`src/rtl/mul_div_unit_if.sv`:
```
// Issue/result bundle between the EX stage (master) and the multiply/divide unit (slave).
interface mul_div_unit_if #(
  parameter int WIDTH = 32
);
  logic             start;
  logic [1:0]       op;
  logic             sign;
  logic [WIDTH-1:0] a;
  logic [WIDTH-1:0] b;
  logic             busy;
  logic             done;
  logic [WIDTH-1:0] hi;
  logic [WIDTH-1:0] lo;
  logic             dz;

  modport master (output start, op, sign, a, b, input  busy, done, hi, lo, dz);
  modport slave  (input  start, op, sign, a, b, output busy, done, hi, lo, dz);
endinterface

```
`src/rtl/mul_div_unit.sv`:
```
// Iterative MULTU/DIVU/MTHI/MTLO unit owning HI/LO; busy stalls the pipe while an op runs.
// Define MDU_SIGNED_EN to add signed MULT/DIV via a trailing FIX (sign-correction) state.
module mul_div_unit #(
  parameter int WIDTH = 32
) (
  input  logic          clk,
  input  logic          rst,
  mul_div_unit_if.slave mdu
);
  localparam int            CW   = $clog2(WIDTH);
  localparam logic [CW-1:0] LAST = CW'(WIDTH - 1);

`ifdef MDU_SIGNED_EN
  typedef enum logic [1:0] {IDLE, MUL, DIV, FIX} state_e;
`else
  typedef enum logic [1:0] {IDLE, MUL, DIV} state_e;
`endif

  state_e             state, state_next;
  logic [CW-1:0]      cnt;
  logic [2*WIDTH-1:0] acc;   // MUL: {partial product, multiplier}; DIV: {remainder, dividend/quotient}
  logic [WIDTH-1:0]   opnd;  // multiplicand or divisor magnitude
  logic               div_zero;
  logic [WIDTH-1:0]   hi_q, lo_q;
  logic               done_q, dz_q;

  logic [WIDTH-1:0]   a_mag, b_mag;
  logic               accept, iterate, finish;
  logic [WIDTH:0]     mul_sum, div_shift, div_diff;
  logic [2*WIDTH-1:0] acc_step, result;

`ifdef MDU_SIGNED_EN
  logic sa, sb, signed_op, fix_mul, neg_prod, neg_quo, neg_rem;
  assign sa    = mdu.sign & mdu.a[WIDTH-1];
  assign sb    = mdu.sign & mdu.b[WIDTH-1];
  assign a_mag = sa ? -mdu.a : mdu.a;
  assign b_mag = sb ? -mdu.b : mdu.b;
`else
  logic unused_sign;
  assign unused_sign = mdu.sign;
  assign a_mag       = mdu.a;
  assign b_mag       = mdu.b;
`endif

  // NOTE: every signal driven here gets a default first, so no path can infer a latch.
  always_comb begin
    state_next = state;
    accept     = 1'b0;
    iterate    = 1'b0;
    finish     = 1'b0;
    mul_sum    = {1'b0, acc[2*WIDTH-1:WIDTH]} + {1'b0, opnd};
    div_shift  = acc[2*WIDTH-1:WIDTH-1];
    div_diff   = div_shift - {1'b0, opnd};
    acc_step   = acc;
    result     = acc;
    case (state)
      IDLE: begin
        if (mdu.start && !mdu.op[1]) begin
          accept     = 1'b1;
          state_next = mdu.op[0] ? DIV : MUL;
        end
      end
      MUL, DIV: begin
        iterate = 1'b1;
        if (state == MUL)
          acc_step = acc[0] ? {mul_sum, acc[WIDTH-1:1]} : {1'b0, acc[2*WIDTH-1:1]};
        else
          acc_step = div_diff[WIDTH] ? {div_shift[WIDTH-1:0], acc[WIDTH-2:0], 1'b0}
                                     : {div_diff[WIDTH-1:0],  acc[WIDTH-2:0], 1'b1};
        result = acc_step;
        if (cnt == LAST) begin
`ifdef MDU_SIGNED_EN
          state_next = signed_op ? FIX : IDLE;
          finish     = !signed_op;
`else
          state_next = IDLE;
          finish     = 1'b1;
`endif
        end
      end
`ifdef MDU_SIGNED_EN
      FIX: begin
        state_next = IDLE;
        finish     = 1'b1;
        if (fix_mul) begin
          result = neg_prod ? -acc : acc;
        end else begin
          result[2*WIDTH-1:WIDTH] = neg_rem ? -acc[2*WIDTH-1:WIDTH] : acc[2*WIDTH-1:WIDTH];
          result[WIDTH-1:0]       = neg_quo ? -acc[WIDTH-1:0]       : acc[WIDTH-1:0];
        end
      end
`endif
      default: state_next = IDLE;
    endcase
  end

  // NOTE: sequential state uses non-blocking assignments so every flop samples pre-edge values.
  always_ff @(posedge clk) begin
    if (rst) state <= IDLE;
    else     state <= state_next;
  end

  // NOTE: the datapath is deliberately not reset; accept reloads it before any cycle reads it.
  always_ff @(posedge clk) begin
    if (accept) begin
      acc      <= {{WIDTH{1'b0}}, (mdu.op[0] ? a_mag : b_mag)};
      opnd     <= mdu.op[0] ? b_mag : a_mag;
      div_zero <= mdu.op[0] && (mdu.b == '0);
`ifdef MDU_SIGNED_EN
      signed_op <= mdu.sign;
      fix_mul   <= !mdu.op[0];
      neg_prod  <= sa ^ sb;
      neg_rem   <= sa;
      neg_quo   <= (sa ^ sb) && (mdu.b != '0);  // divide-by-zero keeps the all-ones quotient
`endif
    end else if (iterate) begin
      acc <= acc_step;
    end
  end

  always_ff @(posedge clk) begin
    if (rst) begin
      cnt    <= '0;
      hi_q   <= '0;
      lo_q   <= '0;
      done_q <= 1'b0;
      dz_q   <= 1'b0;
    end else begin
      done_q <= finish;
      if (accept)       cnt <= '0;
      else if (iterate) cnt <= (cnt == LAST) ? '0 : cnt + 1'b1;
      if (accept)      dz_q <= 1'b0;
      else if (finish) dz_q <= div_zero;
      if (finish) begin
        {hi_q, lo_q} <= result;
      end else if (state == IDLE && mdu.start && mdu.op[1]) begin
        if (mdu.op[0]) lo_q <= mdu.a;
        else           hi_q <= mdu.a;
      end
    end
  end

  assign mdu.busy = (state != IDLE) || (mdu.start && !mdu.op[1]);
  assign mdu.done = done_q;
  assign mdu.hi   = hi_q;
  assign mdu.lo   = lo_q;
  assign mdu.dz   = dz_q;
endmodule

```
`src/flat_wrapper.sv`:
```
// flat-port wrapper written by rule: the top's interface ports become plain ports
module mul_div_unit_flat 
#(
  parameter int WIDTH = 32
)
  (clk, rst, mdu_start, mdu_op, mdu_sign, mdu_a, mdu_b, mdu_busy, mdu_done, mdu_hi, mdu_lo, mdu_dz);
  mul_div_unit_if #(.WIDTH(WIDTH)) mdu_i ();
  input  logic clk;
  input  logic rst;
  input wire logic [$bits(mdu_i.start)-1:0] mdu_start;
  input wire logic [$bits(mdu_i.op)-1:0] mdu_op;
  input wire logic [$bits(mdu_i.sign)-1:0] mdu_sign;
  input wire logic [$bits(mdu_i.a)-1:0] mdu_a;
  input wire logic [$bits(mdu_i.b)-1:0] mdu_b;
  output wire logic [$bits(mdu_i.busy)-1:0] mdu_busy;
  output wire logic [$bits(mdu_i.done)-1:0] mdu_done;
  output wire logic [$bits(mdu_i.hi)-1:0] mdu_hi;
  output wire logic [$bits(mdu_i.lo)-1:0] mdu_lo;
  output wire logic [$bits(mdu_i.dz)-1:0] mdu_dz;
  assign mdu_i.start = mdu_start;
  assign mdu_i.op = mdu_op;
  assign mdu_i.sign = mdu_sign;
  assign mdu_i.a = mdu_a;
  assign mdu_i.b = mdu_b;
  assign mdu_busy = mdu_i.busy;
  assign mdu_done = mdu_i.done;
  assign mdu_hi = mdu_i.hi;
  assign mdu_lo = mdu_i.lo;
  assign mdu_dz = mdu_i.dz;
  mul_div_unit #(.WIDTH(WIDTH)) u_core (.clk(clk), .rst(rst), .mdu(mdu_i));
endmodule
```
`config.mk`:
```
export PLATFORM = sky130hd
export DESIGN_NAME = mul_div_unit_flat
export DESIGN_NICKNAME = d
export VERILOG_FILES = /design/src/rtl/mul_div_unit_if.sv /design/src/rtl/mul_div_unit.sv /design/src/flat_wrapper.sv
export SDC_FILE = /design/constraint.sdc
export NUM_CORES = 1
export LEC_CHECK = 0
export BUFFER_PORTS_ARGS = -buffer_cell sky130_fd_sc_hd__buf_4
export CORE_MARGIN = 2
export CORE_UTILIZATION = 42
export CTS_BUF_LIST = sky130_fd_sc_hd__clkbuf_4
export DETAILED_ROUTE_END_ITERATION = 8
export PLACE_DENSITY = 0.61
export SLEW_MARGIN = 20
export SYNTH_ARGS = -nofsm -noshare
export SYNTH_HDL_FRONTEND = slang
export SYNTH_SLANG_ARGS = --single-unit
```
`constraint.sdc`:
```
create_clock -name clk -period 4.8 [get_ports clk]
set_input_delay 0.96 -clock clk [delete_from_list [all_inputs] [get_ports clk]]
set_output_delay 0.96 -clock clk [all_outputs]
set_load 0.01 [all_outputs]
```
==> qor.csv <==
stage;metric;value;unit
critical_path;worst-path-max-fanout;6;
detailed_routing;vias_per_cell;6.07;
critical_path;worst-path-buf-inv;0;
clock_network;numCtsBuffers;17;
floorplan;rows;63;
critical_path;crit_family;compound AO/OA/AOI/OAI gates;
floorplan;io_pins;137;
synth;synthesis.nets;1590;
timing;tightest_slew;0.942;ns
flow_run;maxCapViolCount;0;
timing;fin_crit;3.77;ns
global_routing;grt-ovfl-total;0;
synth;yosysTopAreaCellShare;16.6;%
critical_path;critical_path_class;reg -> reg;
place;dp_hpwl;30900;µm
clock_network;cts_tree;done;
place;place_congestion;0.957;
synth;yosysSeqAreaShare;32.0;%
detailed_routing;avgRoutedWirePerCell;21.4;µm
finish;drive_gt1_share;18.3;%
clock_network;cts_root_buf;clkbuf_4;
global_routing;grt_use_total;26.1;%
power;pwr_density_cell;327;nW/µm²
clock_network;h-tree-depth;4;
finish;syn_to_final_growth;12.3;%
synth;synth_cell_types;80;
timing;timing_hold_violations_final;0;
floorplan;start_util;42.7;%
synth;yosysMostFrequentCell;nand2_1;
floorplan;die_h;178;µm
clock_network;cts_setup_buffers;0;
detailed_routing;drt-total-wl;41400;µm
finish;num-nets-final;1669;
critical_path;path_cells;ha_1 -> nand3_1 -> nor4_1 -> nor2_1 -> a41oi_1 -> o21bai_1 -> o311ai_0 -> o22ai_1 -> a311oi_1;
detailed_routing;drt-pass1-iter-count;5;
clock_network;clock_insertion_delay_worst_skew;0.59;ns
critical_path;crit_path_start_kind;flip-flop;
clock_network;cts.sinks;170;
synth;synth_ff_type;dfxtp_1;
timing;finalCritPeriodShare;78.6;%
outcome;status;completed;
synth;async_flop_share;0;%
floorplan;die_x;178;µm
finish;stdcell_area;14200;µm²
detailed_routing;drc;0;
synth;synth-warning-count;0;
synth;synthCells;1450;
timing;setup_tns;0;ns
min_path;hp-class;reg -> reg;
synth;ys_top_cells_by_area;dfxtp_1 17%, edfxtp_1 15%, mux2i_1 8.4%;
timing;max_freq;0.265;GHz
detailed_routing;drtIter0Drc;1035;
synth;synth_top_area_cell;dfxtp_1;
synth;ys_seq_elements;170;
global_routing;grt_pass1_wl;63600;µm
power;leakagePower;5.97;nW
detailed_routing;route.vias.total;11700;
clock_network;cts_hold_buf;0;
finish;num-fill-cells;2876;
timing;finalMaxSlewViolations;0;
place;dpl_cell_area;14000;µm²
synth;synthTopCellsByCount;114 x nand2_1, 108 x a21oi_1, 106 x mux2i_1;
place;portBuffers;135;
critical_path;crit_required;5.28;ns
global_routing;antenna_found_initial;1;
clock_network;cts-resized-gates;0;
critical_path;crit_arrival;4.26;ns
timing;slew_headroom;37.2;%
critical_path;crit_slowest_cell;o311ai_0;
clock_network;cts_buffer_depth;2;
synth;syn_area;12700;µm²
clock_network;clk_pin_slew;0.15;ns
synth;synth_edf_count;65;
timing;rsz0062_at_grt;no;
critical_path;max_stage_delay;0.73;ns
global_routing;grt_max_degree;87;
detailed_routing;antenna_left;0;
floorplan;core_area;29700;µm²
timing;clock_skew;0.0234;ns
critical_path;cp-end-kind;flip-flop;
power;vdd_drop_max;0.000277;V
synth;postSynthAreaPerCell;8.74;µm²
timing;setup_viol;0;
floorplan;dieArea;31600;µm²
global_routing;grt_pass1_vias;10900;
power;total_power;4.66;mW
[flip-flops by register name, summed over array words and instances (netlist names)]
name / flops
u_core.acc: 64
u_core.mdu.hi: 32
u_core.mdu.lo: 32
u_core.opnd: 32
u_core.cnt: 5
u_core.state: 2
u_core.div_zero: 1
u_core.mdu.done: 1
u_core.mdu.dz: 1
[logic make-up after synthesis]
kind of cell / Yosys count / synth area share [%]
AO/OA/AOI/OAI: 479 / 25.2
AND/OR/NAND/NOR: 354 / 12.9
multiplexers: 178 / 14.8
flip-flops: 170 / 32.0
buffers and inverters: 148 / 4.56
adder cells (fa/ha/maj): 70 / 7.03
XOR/XNOR: 51 / 3.52
[power breakdown]
part	internal, mW	total (mW)	switching [mW]
sequential	1.65	1.82	0.162
combinational	0.790	1.99	1.20
clock	0.308	0.850	0.542
total	2.75	4.66	1.91
[tightest hold or removal path, stage by stage, from the launching register on]
cell and delay, ns:
dfxtp_1 0.36, a32oi_1 0.06, nor2_1 0.07
[through the flow]
stage	cells	utilization [%]	setup slack, ns	hold slack (ns)
CTS	1932	47.9	1.06	0.516
detailed placement	1900	47.0	1.09	0.481
global placement	1900	47.0	1.09	0.473
finish	1933	47.9	1.03	0.515
global route	1933	47.9	0.830	0.548
floorplan	1450	-	1.67	0.454
[per-layer routing]
| metal | global-route usage (%) | vias to the layer above | wire length [µm] |
|---|---|---|---|
| met2 | 39.0 | 413 | 17900 |
| met1 | 38.4 | 5640 | 19700 |
| met4 | 8.47 | 0 | 1080 |
| li1 | - | 5627 | - |
| met3 | 3.90 | 54 | 2770 |
| met5 | 0 | - | 0 |
[layout make-up]
type                    count  area [µm²]  share of cell area, %
clock inverters            15         150                   1.05
multi-input cells        1132        8060                   56.6
clock buffers              17         128                  0.896
diodes                      1        2.50                 0.0176
well taps                 390         488                   3.43
inverters                  55         206                   1.45
flip-flops and latches    170        4050                   28.5
repair buffers            153        1150                   8.07
[path summary, 6_finish.rpt]
check	from	cells past startpoint	end	slack, ns
max	u_core.opnd[8]$_DFFE_PP_	9	u_core.acc[55]$_SDFFE_PP0N_	1.03
min reg2reg	u_core.state[1]$_SDFFE_PP0P_	2	u_core.state[1]$_SDFFE_PP0P_	0.52
max reg2reg	u_core.opnd[8]$_DFFE_PP_	9	u_core.acc[55]$_SDFFE_PP0N_	1.03
min	u_core.state[1]$_SDFFE_PP0P_	2	u_core.state[1]$_SDFFE_PP0P_	0.52
[layout by cell type (no fill, tap or decap), drive strengths merged, types with 7 or more instances in the layout]
| master | netlist | routed |
|---|---|---|
| a311oi | 8 | 8 |
| nand2 | 114 | 114 |
| nand4 | 17 | 17 |
| xnor2 | 31 | 31 |
| a21o | 48 | 48 |
| nand2b | 9 | 9 |
| o21bai | 9 | 9 |
| a31o | 8 | 8 |
| ha | 68 | 68 |
| xor2 | 20 | 20 |
| nor2 | 103 | 103 |
| o211ai | 53 | 53 |
| clkbuf | 69 | 17 |
| o21a | 10 | 10 |
| nand3 | 32 | 32 |
| o31ai | 7 | 7 |
| a31oi | 10 | 10 |
| nor4 | 15 | 15 |
| buf | 24 | 153 |
| dfxtp | 105 | 105 |
| a2111oi | 8 | 8 |
| o21ai | 104 | 104 |
| edfxtp | 65 | 65 |
| mux2i | 106 | 106 |
| and3 | 11 | 11 |
| mux2 | 72 | 72 |
| inv | 53 | 56 |
| a211oi | 48 | 48 |
| clkinv | 2 | 9 |
| a21oi | 111 | 111 |
| nor3 | 25 | 25 |
(Power assumes the default switching activity.)
